--- src/rtl/gemm_pkg.sv ---
// Shared types and helpers for the streaming GEMM engine: FSM encoding,
// index sizing and the saturation limits used by the MAC datapath.
package gemm_pkg;

   typedef enum logic [2:0] {
      IDLE   = 3'd0,
      LOAD_A = 3'd1,
      LOAD_B = 3'd2,
      MAC    = 3'd3,
      OUT    = 3'd4
   } gemm_state_e;

   function automatic int idx_width(input int n);
      return (n <= 2) ? 1 : $clog2(n);
   endfunction

   // Limits are returned as 64-bit signed values and truncated by the caller
   // to the accumulator width, so they hold for element widths up to 32 bits.
   function automatic logic signed [63:0] sat_hi(input int dw, input bit is_signed);
      if (is_signed) return (64'sd1 <<< (dw - 1)) - 64'sd1;
      return (64'sd1 <<< dw) - 64'sd1;
   endfunction

   function automatic logic signed [63:0] sat_lo(input int dw, input bit is_signed);
      if (is_signed) return -(64'sd1 <<< (dw - 1));
      return 64'sd0;
   endfunction

endpackage

--- src/rtl/gemm_mac.sv ---
// Single multiply-accumulate lane: extends operands per SIGNED, accumulates
// with clear-on-first, and presents the running sum saturated to DATA_WIDTH.
module gemm_mac
   import gemm_pkg::*;
#(
   parameter int DATA_WIDTH = 16,
   parameter int SIGNED     = 1,
   parameter int ACC_WIDTH  = 34
) (
   input  logic                  clk,
   input  logic                  reset_n,
   input  logic                  en,
   input  logic                  first,
   input  logic [DATA_WIDTH-1:0] a,
   input  logic [DATA_WIDTH-1:0] b,
   output logic [DATA_WIDTH-1:0] sat_data,
   output logic                  sat_flag
);

   localparam logic [ACC_WIDTH-1:0] SAT_HI = ACC_WIDTH'(sat_hi(DATA_WIDTH, SIGNED != 0));
   localparam logic [ACC_WIDTH-1:0] SAT_LO = ACC_WIDTH'(sat_lo(DATA_WIDTH, SIGNED != 0));

   logic signed [DATA_WIDTH:0]  a_x;
   logic signed [DATA_WIDTH:0]  b_x;
   logic signed [ACC_WIDTH-1:0] prod;
   logic [ACC_WIDTH-1:0]        acc;
   logic [ACC_WIDTH-1:0]        acc_sum;
   logic                        over_hi;
   logic                        under_lo;

   // One extra top bit turns both modes into a signed multiply; the true
   // product always fits ACC_WIDTH, so truncation of the wide result is exact.
   always_comb begin
      a_x      = {(SIGNED != 0) && a[DATA_WIDTH-1], a};
      b_x      = {(SIGNED != 0) && b[DATA_WIDTH-1], b};
      prod     = a_x * b_x;
      acc_sum  = (first ? '0 : acc) + prod;
      over_hi  = 1'b0;
      under_lo = 1'b0;
      if (SIGNED != 0) begin
         over_hi  = $signed(acc_sum) > $signed(SAT_HI);
         under_lo = $signed(acc_sum) < $signed(SAT_LO);
      end else begin
         over_hi  = acc_sum > SAT_HI;
      end
      sat_flag = over_hi || under_lo;
      if (over_hi)       sat_data = SAT_HI[DATA_WIDTH-1:0];
      else if (under_lo) sat_data = SAT_LO[DATA_WIDTH-1:0];
      else               sat_data = acc_sum[DATA_WIDTH-1:0];
   end

   always_ff @(posedge clk or negedge reset_n) begin
      if (!reset_n)  acc <= '0;
      else if (en)   acc <= acc_sum;
   end

endmodule

--- src/rtl/gemm_stream.sv ---
// Streaming C = A x B engine: loads A then B row-major, computes each C
// element with N MAC cycles and returns it saturated, row-major.
module gemm_stream
   import gemm_pkg::*;
#(
   parameter int DATA_WIDTH  = 16,
   parameter int MATRIX_SIZE = 4,
   parameter int SIGNED      = 1,
   parameter int ACC_WIDTH   = 2*DATA_WIDTH + $clog2(MATRIX_SIZE)
) (
   input  logic                  clk,
   input  logic                  reset_n,
   input  logic                  start,
   output logic                  busy,
   output logic                  done,
   input  logic                  in_valid,
   output logic                  in_ready,
   input  logic [DATA_WIDTH-1:0] in_data,
   output logic                  out_valid,
   input  logic                  out_ready,
   output logic [DATA_WIDTH-1:0] out_data,
   output logic                  out_sat,
   output gemm_state_e           state
);

   localparam int N  = MATRIX_SIZE;
   localparam int NN = N * N;
   localparam int IW = idx_width(N);
   localparam int AW = idx_width(NN);

   gemm_state_e           state_nxt;
   logic [AW-1:0]         ld_idx;
   logic [IW-1:0]         row_i, col_j, k_idx;
   logic [AW-1:0]         a_addr, b_addr;
   logic [DATA_WIDTH-1:0] a_mem [NN];
   logic [DATA_WIDTH-1:0] b_mem [NN];
   logic [DATA_WIDTH-1:0] mac_data;
   logic                  mac_sat;
   logic                  in_fire, ld_last, k_last, j_last, i_last;

   // Handshake: a word moves on a rising edge where valid and ready are both
   // high; ready never depends on valid, and out_valid/out_data hold until taken.
   assign in_fire = in_valid && in_ready;
   assign ld_last = (ld_idx == AW'(NN - 1));
   assign k_last  = (k_idx == IW'(N - 1));
   assign j_last  = (col_j == IW'(N - 1));
   assign i_last  = (row_i == IW'(N - 1));
   assign a_addr  = AW'(int'(row_i) * N + int'(k_idx));
   assign b_addr  = AW'(int'(k_idx) * N + int'(col_j));

   always_ff @(posedge clk or negedge reset_n) begin
      if (!reset_n) state <= IDLE;
      else          state <= state_nxt;
   end

   always_comb begin
      state_nxt = state;
      case (state)
         IDLE:    if (start) state_nxt = LOAD_A;
         LOAD_A:  if (in_fire && ld_last) state_nxt = LOAD_B;
         LOAD_B:  if (in_fire && ld_last) state_nxt = MAC;
         MAC:     if (k_last) state_nxt = OUT;
         OUT:     if (out_ready) state_nxt = (i_last && j_last) ? IDLE : MAC;
         default: state_nxt = IDLE;
      endcase
   end

   always_comb begin
      busy      = (state != IDLE);
      in_ready  = (state == LOAD_A) || (state == LOAD_B);
      out_valid = (state == OUT);
   end

   always_ff @(posedge clk or negedge reset_n) begin
      if (!reset_n) begin
         ld_idx   <= '0;
         row_i    <= '0;
         col_j    <= '0;
         k_idx    <= '0;
         out_data <= '0;
         out_sat  <= 1'b0;
         done     <= 1'b0;
      end else begin
         done <= 1'b0;
         case (state)
            IDLE: if (start) begin
               ld_idx <= '0;
               row_i  <= '0;
               col_j  <= '0;
               k_idx  <= '0;
            end
            LOAD_A, LOAD_B: if (in_fire) ld_idx <= ld_last ? '0 : ld_idx + AW'(1);
            MAC: begin
               k_idx <= k_last ? '0 : k_idx + IW'(1);
               if (k_last) begin
                  out_data <= mac_data;
                  out_sat  <= mac_sat;
               end
            end
            OUT: if (out_ready) begin
               col_j <= j_last ? '0 : col_j + IW'(1);
               if (j_last) row_i <= i_last ? '0 : row_i + IW'(1);
               done <= j_last && i_last;
            end
            default: ;
         endcase
      end
   end

   // Operand storage carries no reset; contents are rewritten by every job.
   always_ff @(posedge clk) begin
      if (in_fire) begin
         if (state == LOAD_A) a_mem[ld_idx] <= in_data;
         else                 b_mem[ld_idx] <= in_data;
      end
   end

   gemm_mac #(
      .DATA_WIDTH(DATA_WIDTH),
      .SIGNED    (SIGNED),
      .ACC_WIDTH (ACC_WIDTH)
   ) u_mac (
      .clk     (clk),
      .reset_n (reset_n),
      .en      (state == MAC),
      .first   (k_idx == '0),
      .a       (a_mem[a_addr]),
      .b       (b_mem[b_addr]),
      .sat_data(mac_data),
      .sat_flag(mac_sat)
   );

endmodule

--- config.mk ---
export PLATFORM = sky130hd
export DESIGN_NAME = gemm_stream
export DESIGN_NICKNAME = d
export VERILOG_FILES = /design/src/rtl/gemm_pkg.sv /design/src/rtl/gemm_mac.sv /design/src/rtl/gemm_stream.sv
export SDC_FILE = /design/constraint.sdc
export NUM_CORES = 1
export LEC_CHECK = 0
export BUFFER_PORTS_ARGS = -buffer_cell sky130_fd_sc_hd__buf_2
export CAP_MARGIN = 20
export CORE_MARGIN = 2
export CORE_UTILIZATION = 45
export CTS_CLUSTER_SIZE = 25
export DETAILED_ROUTE_END_ITERATION = 8
export GPL_TIMING_DRIVEN = 0
export SKIP_LAST_GASP = 1
export SLEW_MARGIN = 20
export SYNTH_ARGS = -nofsm -noshare
export SYNTH_HDL_FRONTEND = slang
export SYNTH_SLANG_ARGS = --single-unit
--- constraint.sdc ---
create_clock -name clk -period 14.1 [get_ports clk]
set_input_delay 1.41 -clock clk [delete_from_list [all_inputs] [get_ports clk]]
set_output_delay 1.41 -clock clk [all_outputs]
set_load 0.01 [all_outputs]
==> results.txt, run 1 <==
----------------------------------------------------
[Logic synthesis]
  Top FF cell, synth ... edfxtp_1
  Mapped Cells ... 2573
  Most used standard cells in the synthesized netlist ... edfxtp_1 (512), inv_1 (342), fa_1 (263)
  Synthesis-stage register bit count ... 577
  Cell area after synthesis ... 34500 um2
  Dominant cell by count in the synthesized netlist ... edfxtp_1
  Asr flop ratio synth ... between 10% and 20%
  Top post-synthesis cells by area ... edfxtp_1 (45%), fa_1 (15%), mux4_2 (9.2%), dfrtp_1 (4.7%), ha_1 (4.5%)
  Number of warnings reported in the yosys synthesis log ... 0
  EDFF count, synth ... 512
  Number of nets in the synthesized netlist ... 2980
  Number of different library cells in the post-synthesis netlist ... 89
  Sequential share of the synthesized area ... between 40% and 50%
  Library cell occupying the most area in the post-synthesis netlist ... edfxtp_1
  Portion of synthesized cell area occupied by the leading cell type ... between 40 and 50%
  Avg Inst Size Synth ... 13.4 um2

[Routing]
  Post-route antenna net violation count ... 0
  Post-detailed-route wirelength per cell ... roughly 23 um
  Post-route DRC ... 0
  Vias after detailed routing ... 21051
  First DRT Iteration DRCs ... 1766
  Wirelength, routed ... 87.5 mm
  Routed via count divided by cell count ... 5.56
  DRT Pass-1 Iters ... 6

[Timing]
  Final Max Slew Viols ... 0
  Number of hold violations in the final report ... 0
  Top achievable clock speed ... 76.2 MHz
  Total setup violations reported at the end of the flow ... 0
  Final Cycle Share ... 93.1%
  Layout Skew ... ~0.041 ns
  Final-layout setup total negative slack ... 0 ns
  Period minus WS final ... 13.12 ns
  Worst slew margin ... 23.3%
  RSZ-0062 raised after global routing ... no
  Slew of the pin with the lowest slew margin ... 1.14 ns

[Clock tree]
  Register clock-pin slew on the reported worst setup and hold paths ... ~0.07 ns
  Inserted Clock Buffers ... 61
  # H-tree levels ... 2
  CTS tree ... done
  Clock Sinks ... 577
  Number of buffers inserted by hold repair at cts ... 0
  Deepest clock path buffer count ... 3
  Root cell of the clock tree ... clkbuf_16
  Clk_lat worst skew ... 0.65 ns

[Layout]
  Net total in the final layout ... 3109
  Core occupancy in the finished layout ... 50.6%
  Area growth, synth to finish ... 11.4%
  Layout cell share with drive strength beyond 1 ... 14.1%

[Setup path]
  Buffers and inverters on the worst path ... 12
  Endpoint of the worst register-to-register path ... out_data[9]
  Kind of capture point of the worst setup path ... flip-flop
  R2r worst-path depth ... a little over 40
  Required time of the worst setup path ... 14.60 ns
  Largest stage delay on the critical path ... 0.66 ns
  Type of the worst setup path ... reg -> reg
  Critical path's top delay family ... compound AO/OA/AOI/OAI gates
  Critical path launch point ... k_idx[1]
  Capturing instance or port of the critical path ... out_data[9]
  Most common cell on crit path ... fa_1
  Arrival time at the worst endpoint ... 13.63 ns
  Critical Path Slowest Stage Cell ... buf_1
  Critical Path Stages ... 41
  Worst-case register-to-register setup slack ... 0.98 ns
  FF-to-FF Start ... k_idx[1]
  Startpoint type of the worst setup path ... flip-flop
  Maximum fanout along the worst path ... 19

[Floorplanning]
  Initial Utilization ... 45.4%
  Ports ... 45
  Die outline area ... 78800 um2
  Number of core rows ... between 100 and 150
  Placeable core region ... 75900 um2
  Vertical die dimension ... 281 um
  Die W ... 281 um

[GRT]
  Initial antenna violation count ... 4
  Number of global-route vias before repair ... 22223
  Global-route wire length before repair ... 134 mm
  Final global-route overflow total ... 0
  Maximum number of pins on one net before global-route repair ... 54
  Total track usage ... 23.0%

[Run status]
  Status ... finished clean

[Place]
  DP HPWL ... 64.3 mm
  Weighted congestion reported at the end of routability-driven placement ... between 0.9 and 1
  # port buffers ... 44

[Min path]
  Worst Hold Class ... reg -> reg
  Hold path startpoint ... u_mac.acc[7]

[Run]
  Max Cap Viol ... 0

----------------------------------------------------
through the flow:
step / area, um2 / setup WS (ns) / hold slack (ns) / std cells
after floorplan: 34500 / 3.49 / 0.438 / 2573
final: 38400 / 0.978 / 0.468 / 3786
after CTS: 38400 / 0.0585 / 0.471 / 3786
after detailed placement: 36300 / 0.101 / 0.455 / 3670
after global routing: 38400 / 0.148 / 0.492 / 3786
after global placement: 36000 / 0.337 / 0.451 / 3647
worst register-to-register path, delay by kind of cell, from the launching register on:
| family | cells | cell delay [ns] |
|---|---|---|
| AO/OA/AOI/OAI | 13 | 3.84 |
| XOR/XNOR | 2 | 0.34 |
| adder cells (fa/ha/maj) | 8 | 3.67 |
| buffers and inverters | 12 | 3.73 |
| flip-flops | 1 | 0.44 |
| multiplexers | 1 | 0.22 |
| AND/OR/NAND/NOR | 5 | 0.79 |
layer usage:
| layer | vias up | track usage, % | wire (um) |
|---|---|---|---|
| met5 | - | 0.938 | 102 |
| met4 | 2 | 7.13 | 2790 |
| met3 | 146 | 3.62 | 5380 |
| met2 | 719 | 38.1 | 42300 |
| met1 | 10901 | 31.2 | 37000 |
| li1 | 9283 | - | - |
cell usage in the layout (no fill, tap or decap), types with 61 or more instances in the layout:
master	netlist	routed
dfrtp_1	65	65
clkbuf_16	0	61
clkbuf_1	64	77
mux4_2	141	141
ha_1	123	123
nor2_1	217	208
fa_1	263	263
inv_1	342	342
nand2_1	223	223
edfxtp_1	512	512
state kept, by name (all words and copies together) (netlist names):
| register | cells |
|---|---|
| k_idx | 2 |
| done | 1 |
| out_data | 16 |
| b_mem | 256 |
| ld_idx | 4 |
| col_j | 2 |
| state | 3 |
| row_i | 2 |
| a_mem | 256 |
| u_mac.acc | 34 |
| out_sat | 1 |
cell type report:
type                            count  area [um2]
Fill cell                        6517       37500
Sequential cell                   577       17000
Multi-Input combinational cell   1550       15800
Clock buffer                       78        1610
Inverter                          344        1290
Tap cell                         1030        1290
Clock inverter                     38         467
Buffer                            101         457
Timing Repair Buffer               67         449
Antenna cell                        1        2.50
worst min path at each step:
| stage | endpoint | cells past startpoint |
|---|---|---|
| 6_report | u_mac.acc[7] | 2 |
| 4_1_cts | u_mac.acc[7] | 2 |
| 3_5_place_dp | u_mac.acc[7] | 2 |
| 5_1_grt | u_mac.acc[6] | 2 |
| 2_1_floorplan | u_mac.acc[0] | 2 |
| 3_3_place_gp | u_mac.acc[0] | 2 |
logic make-up (layout without fill, tap and decap cells):
group | after synthesis | in the layout | synth area share, %
xor gates and xnor gates | 52 | 52 | 1.36
adders and majority gates | 386 | 386 | 19.7
and+or+nand+nor | 654 | 654 | 8.67
other | 0 | 1 | 0
buffers and inverters | 446 | 628 | 5.07
AOI/OAI and AO/OA | 290 | 290 | 5.80
DFF | 577 | 577 | 49.3
muxes | 168 | 168 | 10.0
what timing repair did:
action | 4_1_cts | 5_1_grt
buffers inserted | 0 | 0
hold endpoints to repair | 0 | 0
setup endpoints to repair | 0 | 20
resized for setup | 0 | 14
Power of run 1 is not shown: default switching activity piles up to over one toggle a cycle in this logic, so the estimate is an artifact.
==> run 2: changes to the inputs <==
Settings changed: GPL_TIMING_DRIVEN 0 to unset.
Clock period 14.1 ns to 11.5 ns, I/O delays scaled along.
==> run 2 against run 1 <==
  * Clock skew up 0.012 ns
  * Worst setup slack worse by 0.39 ns
  * Critical endpoint is now out_data[2]
  * Non-clock buffer count down 45
  * Final cell count down 1.5%
  * Sequential share of layout area up 0.31 points
  * Via count down 1.2%
  * Critical path type unchanged
==> results.txt, run 2 (same netlist as run 1, synthesis figures left out) <==
----------------------------------------------------
[Routing]
  Vias after detailed routing ... 20789 (was 21051)
  Length of routed wiring on met1 ... 36.1 mm (was 37.0 mm)
  Met3 WL ... 5.27 mm (was 5.38 mm)
  DRT Pass-1 Iters ... 9 (was 6)
  Post-route DRC ... 0 (unchanged)
  Routed via count divided by cell count ... 5.57 (was 5.56)
  Met2 WL ... 41.6 mm (was 42.3 mm)
  Post-detailed-route wirelength per cell ... 23.1 um (about the same)
  Top Layer Used ... met4 (was met5)
  Wirelength, routed ... 86.0 mm (was 87.5 mm)
  Post-route antenna net violation count ... 0 (unchanged)
  First DRT Iteration DRCs ... 1721 (was 1766)

[Clock tree]
  Clock Sinks ... 577 (unchanged)
  CTS tree ... done (unchanged)
  Root cell of the clock tree ... clkbuf_16 (unchanged)
  Inserted Clock Buffers ... 59 (was 61)
  Deepest clock path buffer count ... 3 (unchanged)
  Clk_lat worst skew ... 0.64 ns (was 0.65 ns)
  Number of buffers inserted by hold repair at cts ... 0 (unchanged)
  # H-tree levels ... 2 (unchanged)
  Register clock-pin slew on the reported worst setup and hold paths ... 0.06 ns (was 0.07 ns)

[GRT]
  Maximum number of pins on one net before global-route repair ... 57 (was 54)
  Final global-route overflow total ... 0 (unchanged)
  Global-route wire length before repair ... 133 mm (was 134 mm)
  Number of global-route vias before repair ... 22120 (was 22223)
  Total track usage ... 22.5% (was 23.0%)
  Initial antenna violation count ... 3 (was 4)

[Setup path]
  Critical path's top delay family ... adder cells (was compound AO/OA/AOI/OAI gates)
  Maximum fanout along the worst path ... 24 (was 19)
  Endpoint of the worst register-to-register path ... out_data[2] (was out_data[9])
  Startpoint type of the worst setup path ... flip-flop (unchanged)
  Kind of capture point of the worst setup path ... flip-flop (unchanged)
  Most common cell on crit path ... fa_1 (unchanged)
  Largest stage delay on the critical path ... 0.65 ns (was 0.66 ns)
  Critical path launch point ... k_idx[1] (unchanged)
  FF-to-FF Start ... k_idx[1] (unchanged)
  Arrival time at the worst endpoint ... 11.43 ns (was 13.63 ns)
  Buffers and inverters on the worst path ... 7 (was 12)
  Required time of the worst setup path ... 12.02 ns (was 14.60 ns)
  Critical Path Slowest Stage Cell ... mux4_2 (was buf_1)
  Type of the worst setup path ... reg -> reg (unchanged)
  Worst-case register-to-register setup slack ... 0.59 ns (was 0.98 ns)
  R2r worst-path depth ... 36 (was 41)

[Place]
  Weighted congestion reported at the end of routability-driven placement ... 0.928 (was 0.918)
  # port buffers ... 44 (unchanged)
  DP HPWL ... 61.0 mm (was 64.3 mm)

[Run status]
  Status ... finished clean (unchanged)

[Layout]
  Leading cell types in the layout, fill and taps excluded ... edfxtp_1 (512), inv_1 (342), fa_1 (263) (unchanged)
  Most common cell after layout, fill and taps aside ... edfxtp_1 (unchanged)
  Number of diodes ... 0 (was 1)
  Largest registers ranked by flip-flop count ... a_mem: 256 flops, b_mem: 256 flops, u_mac.acc: 34 flops (unchanged)
  Layout cell share with drive strength beyond 1 ... 15.3% (was 14.1%)
  Net total in the final layout ... 3062 (was 3109)
  Area growth, synth to finish ... 10.7% (was 11.4%)

[Timing]
  Final Cycle Share ... 94.9% (was 93.1%)
  Final Max Slew Viols ... 0 (unchanged)
  RSZ-0062 raised after global routing ... no (unchanged)
  Number of hold violations in the final report ... 0 (unchanged)
  Slew of the pin with the lowest slew margin ... 1.08 ns (was 1.14 ns)
  Top achievable clock speed ... 91.7 MHz (was 76.2 MHz)
  Total setup violations reported at the end of the flow ... 0 (unchanged)
  Period minus WS final ... 10.91 ns (was 13.12 ns)
  Worst slew margin ... 27.9% (was 23.3%)
  Final-layout setup total negative slack ... 0 ns (unchanged)
  Layout Skew ... 0.0527 ns (was 0.0412 ns)

[Floorplanning]
  Die W ... 281 um (unchanged)
  Placeable core region ... 75900 um2 (unchanged)
  Die outline area ... 78800 um2 (unchanged)
  Vertical die dimension ... 281 um (unchanged)
  Initial Utilization ... 45.4% (unchanged)
  Number of core rows ... 101 (unchanged)
  Ports ... 45 (unchanged)

[Run]
  Max Cap Viol ... 0 (unchanged)

[Min path]
  Worst Hold Class ... in -> async (was reg -> reg)

----------------------------------------------------
run 2: worst max-delay path by stage:
stage,endpoint,slack [ns],depth (start not counted)
6_report,out_data[2],0.59,36
5_1_grt,out_data[3],0.009,38
4_1_cts,out_data[2],0.35,38
3_5_place_dp,out_data[3],0.38,38
3_3_place_gp,out_data[3],0.38,38
2_1_floorplan,out_data[12],0.89,42
run 2: per-stage QoR:
step                      instances  setup WS (ns)  area [um2]  util [%]  hold slack (ns)
after global placement         3616          0.379       36200      47.6            0.450
after global routing           3729        0.00909       38200      50.2            0.468
final                          3729          0.591       38200      50.2            0.464
after CTS                      3721          0.347       38000      50.1            0.453
after floorplan                2573          0.886       34500         -            0.438
after detailed placement       3616          0.384       36200      47.6            0.456
run 2: repair_timing:
| item | 4_1_cts | 5_1_grt |
|---|---|---|
| resized for setup | 0 | 3 |
| buffers inserted | 0 | 7 |
| endpoints found under the setup margin | 0 | 16 |
run 2: area by class of cell:
class                   count  area, um2
flip-flops and latches    577      17000
clock inverters            33        352
well taps                1030       1290
inverters                 344       1290
multi-input cells        1550      15800
clock buffers              72       1540
fillers                  6452      37800
repair buffers            123        898
run 2: per-layer routing:
layer / up-vias / GRT usage [%]
li1: 9179 / -
met1: 10787 / 30.0
met2: 666 / 37.5
met3: 157 / 4.00
met4: 0 / 7.49
met5: - / 0
Power of run 2 is left out for the same reason.
